===== src/rtl/cache_line_axi_master_if.sv =====
// AXI4-lite channel bundle between the cache line master and its memory slave.
interface cache_line_axi_master_if #(
    parameter int ADDR_WIDTH = 32,
    parameter int DATA_WIDTH = 32
);
    logic [ADDR_WIDTH-1:0]   araddr;
    logic                    arvalid;
    logic                    arready;
    logic [DATA_WIDTH-1:0]   rdata;
    logic                    rvalid;
    logic                    rready;
    logic [ADDR_WIDTH-1:0]   awaddr;
    logic                    awvalid;
    logic                    awready;
    logic [DATA_WIDTH-1:0]   wdata;
    logic [DATA_WIDTH/8-1:0] wstrb;
    logic                    wvalid;
    logic                    wready;
    logic                    bvalid;
    logic                    bready;

    modport master (
        output araddr, arvalid, rready, awaddr, awvalid, wdata, wstrb, wvalid, bready,
        input  arready, rdata, rvalid, awready, wready, bvalid
    );

    modport slave (
        input  araddr, arvalid, rready, awaddr, awvalid, wdata, wstrb, wvalid, bready,
        output arready, rdata, rvalid, awready, wready, bvalid
    );
endinterface


===== src/rtl/cache_line_axi_master.sv =====
// Cache line fill/writeback master: splits a line request into sequential
// single-beat AXI4-lite transactions and returns one completion pulse.
module cache_line_axi_master #(
    parameter int ADDR_WIDTH     = 32,
    parameter int DATA_WIDTH     = 32,
    parameter int WORDS_PER_LINE = 4,
    localparam int LINE_BITS     = DATA_WIDTH * WORDS_PER_LINE
) (
    input  logic                    clk,
    input  logic                    rst,
    input  logic                    req_valid,
    output logic                    req_ready,
    input  logic                    req_write,
    input  logic [ADDR_WIDTH-1:0]   req_addr,
    input  logic [LINE_BITS-1:0]    req_wdata,
    output logic                    resp_valid,
    output logic [LINE_BITS-1:0]    resp_rdata,
    output logic                    busy,
    cache_line_axi_master_if.master axi
);
    localparam int BEAT_W      = (WORDS_PER_LINE > 1) ? $clog2(WORDS_PER_LINE) : 1;
    localparam int LINE_OFFSET = $clog2(LINE_BITS / 8);
    localparam int WORD_BYTES  = DATA_WIDTH / 8;
    localparam logic [BEAT_W-1:0] LAST_BEAT = BEAT_W'(WORDS_PER_LINE - 1);
    localparam logic [ADDR_WIDTH-1:0] OFFSET_MASK = ADDR_WIDTH'((1 << LINE_OFFSET) - 1);

    typedef enum logic [2:0] {IDLE, RD_ADDR, RD_DATA, WR_REQ, WR_RESP, DONE} state_t;

    state_t                state, state_next;
    logic [BEAT_W-1:0]     beat;
    logic [ADDR_WIDTH-1:0] base, beat_addr;
    logic [LINE_BITS-1:0]  line_buf, line_merged;
    logic                  aw_done, w_done, aw_fire, w_fire, last_beat, wr_phase;

    assign last_beat = (beat == LAST_BEAT);
    assign beat_addr = base + ADDR_WIDTH'(beat) * ADDR_WIDTH'(WORD_BYTES);
    assign wr_phase  = (state == WR_REQ);
    // Handshakes derived from state, not from the valids, to keep the FSM comb acyclic.
    assign aw_fire   = wr_phase & ~aw_done & axi.awready;
    assign w_fire    = wr_phase & ~w_done & axi.wready;

    always_comb begin
        line_merged = line_buf;
        line_merged[DATA_WIDTH*beat +: DATA_WIDTH] = axi.rdata;
    end

    always_comb begin
        state_next  = state;
        req_ready   = 1'b0;
        busy        = 1'b1;
        resp_valid  = 1'b0;
        axi.arvalid = 1'b0;
        axi.rready  = 1'b0;
        axi.awvalid = 1'b0;
        axi.wvalid  = 1'b0;
        axi.bready  = 1'b0;
        axi.araddr  = beat_addr;
        axi.awaddr  = beat_addr;
        axi.wdata   = line_buf[DATA_WIDTH*beat +: DATA_WIDTH];
        axi.wstrb   = '1;
        case (state)
            IDLE: begin
                req_ready = 1'b1;
                busy      = 1'b0;
                if (req_valid) state_next = req_write ? WR_REQ : RD_ADDR;
            end
            RD_ADDR: begin
                axi.arvalid = 1'b1;
                if (axi.arready) state_next = RD_DATA;
            end
            RD_DATA: begin
                axi.rready = 1'b1;
                if (axi.rvalid) state_next = last_beat ? DONE : RD_ADDR;
            end
            WR_REQ: begin
                axi.awvalid = ~aw_done;
                axi.wvalid  = ~w_done;
                if ((aw_done | aw_fire) && (w_done | w_fire)) state_next = WR_RESP;
            end
            WR_RESP: begin
                axi.bready = 1'b1;
                if (axi.bvalid) state_next = last_beat ? DONE : WR_REQ;
            end
            DONE: begin
                resp_valid = 1'b1;
                state_next = IDLE;
            end
            default: state_next = IDLE;
        endcase
    end

    always_ff @(posedge clk) begin
        if (rst) begin
            state      <= IDLE;
            beat       <= '0;
            base       <= '0;
            line_buf   <= '0;
            resp_rdata <= '0;
            aw_done    <= 1'b0;
            w_done     <= 1'b0;
        end else begin
            state <= state_next;
            case (state)
                IDLE: if (req_valid) begin
                    base     <= req_addr & ~OFFSET_MASK;
                    line_buf <= req_wdata;
                    beat     <= '0;
                end
                RD_DATA: if (axi.rvalid) begin
                    line_buf <= line_merged;
                    if (last_beat) resp_rdata <= line_merged;
                    else           beat       <= beat + 1'b1;
                end
                WR_REQ: begin
                    if (state_next == WR_RESP) begin
                        aw_done <= 1'b0;
                        w_done  <= 1'b0;
                    end else begin
                        if (aw_fire) aw_done <= 1'b1;
                        if (w_fire)  w_done  <= 1'b1;
                    end
                end
                WR_RESP: if (axi.bvalid && !last_beat) beat <= beat + 1'b1;
                default: ;
            endcase
        end
    end
endmodule


===== src/flat_wrapper.sv =====
// flat-port wrapper written by rule: the top's interface ports become plain ports
module cache_line_axi_master_flat 
#(
    parameter int ADDR_WIDTH     = 32,
    parameter int DATA_WIDTH     = 32,
    parameter int WORDS_PER_LINE = 4,
    localparam int LINE_BITS     = DATA_WIDTH * WORDS_PER_LINE
)
  (clk, rst, req_valid, req_ready, req_write, req_addr, req_wdata, resp_valid, resp_rdata, busy, axi_araddr, axi_arvalid, axi_rready, axi_awaddr, axi_awvalid, axi_wdata, axi_wstrb, axi_wvalid, axi_bready, axi_arready, axi_rdata, axi_rvalid, axi_awready, axi_wready, axi_bvalid);
  cache_line_axi_master_if #(.ADDR_WIDTH(ADDR_WIDTH), .DATA_WIDTH(DATA_WIDTH)) axi_i ();
  input  logic clk;
  input  logic rst;
  input  logic req_valid;
  output logic req_ready;
  input  logic req_write;
  input  logic [ADDR_WIDTH-1:0] req_addr;
  input  logic [LINE_BITS-1:0] req_wdata;
  output logic resp_valid;
  output logic [LINE_BITS-1:0] resp_rdata;
  output logic busy;
  output wire logic [$bits(axi_i.araddr)-1:0] axi_araddr;
  output wire logic [$bits(axi_i.arvalid)-1:0] axi_arvalid;
  output wire logic [$bits(axi_i.rready)-1:0] axi_rready;
  output wire logic [$bits(axi_i.awaddr)-1:0] axi_awaddr;
  output wire logic [$bits(axi_i.awvalid)-1:0] axi_awvalid;
  output wire logic [$bits(axi_i.wdata)-1:0] axi_wdata;
  output wire logic [$bits(axi_i.wstrb)-1:0] axi_wstrb;
  output wire logic [$bits(axi_i.wvalid)-1:0] axi_wvalid;
  output wire logic [$bits(axi_i.bready)-1:0] axi_bready;
  input wire logic [$bits(axi_i.arready)-1:0] axi_arready;
  input wire logic [$bits(axi_i.rdata)-1:0] axi_rdata;
  input wire logic [$bits(axi_i.rvalid)-1:0] axi_rvalid;
  input wire logic [$bits(axi_i.awready)-1:0] axi_awready;
  input wire logic [$bits(axi_i.wready)-1:0] axi_wready;
  input wire logic [$bits(axi_i.bvalid)-1:0] axi_bvalid;
  assign axi_araddr = axi_i.araddr;
  assign axi_arvalid = axi_i.arvalid;
  assign axi_rready = axi_i.rready;
  assign axi_awaddr = axi_i.awaddr;
  assign axi_awvalid = axi_i.awvalid;
  assign axi_wdata = axi_i.wdata;
  assign axi_wstrb = axi_i.wstrb;
  assign axi_wvalid = axi_i.wvalid;
  assign axi_bready = axi_i.bready;
  assign axi_i.arready = axi_arready;
  assign axi_i.rdata = axi_rdata;
  assign axi_i.rvalid = axi_rvalid;
  assign axi_i.awready = axi_awready;
  assign axi_i.wready = axi_wready;
  assign axi_i.bvalid = axi_bvalid;
  cache_line_axi_master #(.ADDR_WIDTH(ADDR_WIDTH), .DATA_WIDTH(DATA_WIDTH), .WORDS_PER_LINE(WORDS_PER_LINE)) u_core (.clk(clk), .rst(rst), .req_valid(req_valid), .req_ready(req_ready), .req_write(req_write), .req_addr(req_addr), .req_wdata(req_wdata), .resp_valid(resp_valid), .resp_rdata(resp_rdata), .busy(busy), .axi(axi_i));
endmodule

===== config.mk =====
export PLATFORM = sky130hd
export DESIGN_NAME = cache_line_axi_master_flat
export DESIGN_NICKNAME = d
export VERILOG_FILES = /design/src/rtl/cache_line_axi_master_if.sv /design/src/rtl/cache_line_axi_master.sv /design/src/flat_wrapper.sv
export SDC_FILE = /design/constraint.sdc
export NUM_CORES = 1
export LEC_CHECK = 0
export BUFFER_PORTS_ARGS = -buffer_cell sky130_fd_sc_hd__buf_2
export CORE_AREA = 2 2 188 190
export DETAILED_ROUTE_END_ITERATION = 16
export DIE_AREA = 0 0 190 192
export SYNTH_ARGS = -nofsm -noshare
export SYNTH_HDL_FRONTEND = slang
export SYNTH_SLANG_ARGS = --single-unit

===== constraint.sdc =====
create_clock -name clk -period 7.7 [get_ports clk]
set_input_delay 0.77 -clock clk [delete_from_list [all_inputs] [get_ports clk]]
set_output_delay 0.77 -clock clk [all_outputs]
set_load 0.02 [all_outputs]

==> flow_summary.toml <==
[yosys]
ys_warn_count = 0
yosys.area.top_type = "dfxtp_1"
synth_simple_gate_area_frac = 0.1643
yosysUniqueCellTypes = 33
avgSynthCellArea_sq_um = 8.651
seq_area_frac_synth = 0.4268
synthAdderAreaFrac = 0.005500
synth_area_leaders = "dfxtp_1 43%, a22o_1 8.2%, nor2_1 7.3%"
synth.ff_latch_count = 291
syn_inst = 1578
synth_mux_area_frac = 0.05426
synth_compound_gate_area_share = 0.2744
synth_xor_area_frac = 0
yosys.area.top_type_share = 0.4268
netlist_area_sq_mm = 0.01365
synth_top_family_by_area = "compound AO/OA/AOI/OAI gates"

[floorplan]
die_area_sq_mm = 0.03648
core-area_sq_mm = 0.03429
rows = 68
start_util = 0.3981
chipWidth_um = 190
die_height_um = 192
ioPinCount = 437

[detailed_routing]
via_per_inst = 5.641
drc = 0
wl_per_cell_um = 20.93
ant_nets = 0
vias = 13250
dr.pass1.iters = 5
routed_wl_um = 49140
drt-initial-drc-count = 1051

[global_routing]
grt_pass1_vias = 12470
grt_usage = 0.2570
antenna_found_initial = 9
grt_first_pass_wirelength_um = 73260
grt_max_degree = 103
grt_overflow_total = 0

[timing]
rsz0062_at_grt = "false"
period_minus_slack_ns = 3.554
fin_crit_sh = 0.4616
timing.hold.ws_ns = 0.4656
max_freq_mhz = 281.3
maxSlewHeadroom = 0.2405
setup_viol = 0
slew_viol_final = 0
skew_ns = 0.01415
hold_viol_final = 0
tightest_slew_ns = 1.138
tns_ns = 0

[clock_network]
cts_tree = "done"
cts_root_buf = "clkbuf_16"
post_cts_buffers = 0
clk_path_buf_depth = 3
insertion_delay_ns = 0.51
cts.sinks = 291
path_clk_slew_ns = 0.06
cts_hold_buf = 0
cts_max_level = 2
numCtsBuffers = 35
cts.repair.resized = 0

[cells_and_area]
layout_common_cells = "423 x buf_2, 289 x dfxtp_1, 266 x nor2_1, 162 x a21oi_1, 129 x nor2b_1"
utilization = 0.4866
layout.cells.non_filler = 2348
fillers = 3366
drive_above_1_share = 0.2878
areaGrowthSynthToFinish_pct = 22.24
multiInputGateArea_sq_mm = 0.006889
nets = 2071
seqCellArea_sq_mm = 0.005831
final_common_cell = "buf_2"

[setup_path]
path_max_fanout = 52
worstSetupPathType = "reg2reg"
r2r_slack_ns = 4.15
slowest_delay_ns = 0.72
endpoint_kind = "register"
path_common_cell = "buf_4"
worstPathArrival_ns = 4.00
worstPathRequired_ns = 8.15
crit_path_cell_trace = "mux2i_1, nor3_1, nor2_4, buf_4, buf_4, a22o_1"
cp-start-kind = "register"
slowest_stage = "dfxtp_1"

[power_and_ir_drop]
leakage_uw = 0.007030
ir_worst_vdd_v = 0.0001556
power_density_mw_per_mm2 = 239.7
total_power_uw = 3999

[place]
placed_cells = 2282
dp_hpwl_um = 31850
portBuffers = 424
gp_congestion = 0.8588

[worst_hold_path]
hold_class = "reg2reg"

[status]
status = "finished, final reports clean"

[flow_run]
maxCapViolCount = 0
-- registers in the layout, summed over array words and instances, names as in the netlist --
register / flops
u_core.beat: 2
u_core.w_done: 1
u_core.state: 3
u_core.resp_rdata: 128
u_core.aw_done: 1
u_core.base: 28
u_core.line_buf: 128
-- synthesized netlist by cell type --
master    number
nand2b_1       4
nor4_1         1
dfxtp_1      291
mux4_2        32
and3_1         1
a21oi_1      162
mux2i_1        2
or3b_2         1
o21ai_0        3
nor2_1       267
nand2_1       63
a31oi_1      128
ha_1           6
buf_4         50
buf_2         47
clkbuf_1      80
and2_1         1
o21a_1         1
nand3_1        2
o22a_1         1
a22o_1       128
inv_1          3
buf_1         24
o22ai_1        1
nor3_1         7
conb_1         2
and3b_1        2
a211oi_1     128
nand3b_1       3
nor2b_1      129
nor3b_2        3
o31ai_1        2
nor3b_1        3
-- kinds of logic (layout without fill, tap and decap cells) --
logic type	after synthesis	count (layout)
AND/OR/NAND/NOR	487	487
buffers and inverters	204	507
multiplexers	34	34
other	2	14
flip-flops	291	291
adder cells (fa/ha/maj)	6	6
AO/OA/AOI/OAI	554	554
-- per-layer routing --
layer	vias up	wire length, um	track usage
li1	6256	-	-
met1	6371	20670	0.3318
met2	535	22990	0.4234
met3	79	4183	0.06559
met4	4	1269	0.07633
met5	-	21	0
-- worst max-delay path: cells and delay by family (launching register included) --
kind | cells | cell delay (ns)
DFF | 1 | 0.72
muxes | 1 | 0.33
and+or+nand+nor | 2 | 0.81
buffers and inverters | 2 | 1.29
AOI/OAI and AO/OA | 1 | 0.25
-- area by class of cell --
type	instances	share of cell area
Antenna cell	6	0.0008998
Clock buffer	52	0.06306
Clock inverter	8	0.002400
Inverter	3	0.0006749
Multi-Input combinational cell	1089	0.4129
Sequential cell	291	0.3494
Tap cell	455	0.03412
Timing Repair Buffer	444	0.1365
-- report_power, final --
group | switching [uW] | internal (uW)
Sequential | 82.4 | 1600
Combinational | 438 | 293
Clock | 640 | 942
-- worst paths after layout --
path | startpoint | to | depth (start not counted)
worst min-delay path | u_core.base[12]$_SDFFE_PP0P_ | u_core.base[12]$_SDFFE_PP0P_ | 2
worst max register to register | u_core.state[1]$_SDFF_PP0_ | u_core.line_buf[73]$_SDFFE_PP0P_ | 6
worst max-delay path | u_core.state[1]$_SDFF_PP0_ | u_core.line_buf[73]$_SDFFE_PP0P_ | 6
worst min register to register | u_core.base[12]$_SDFFE_PP0P_ | u_core.base[12]$_SDFFE_PP0P_ | 2
-- through the flow --
| stage | setup slack, ns | area (sq um) |
|---|---|---|
| 6_report | 4.146 | 16690 |
| 2_1_floorplan | 4.834 | 13670 |
| 3_5_place_dp | 4.127 | 15580 |
| 3_3_place_gp | 4.121 | 15580 |
| 4_1_cts | 4.220 | 16670 |
| 5_1_grt | 4.014 | 16680 |
Power figures use the tool's default switching activity.
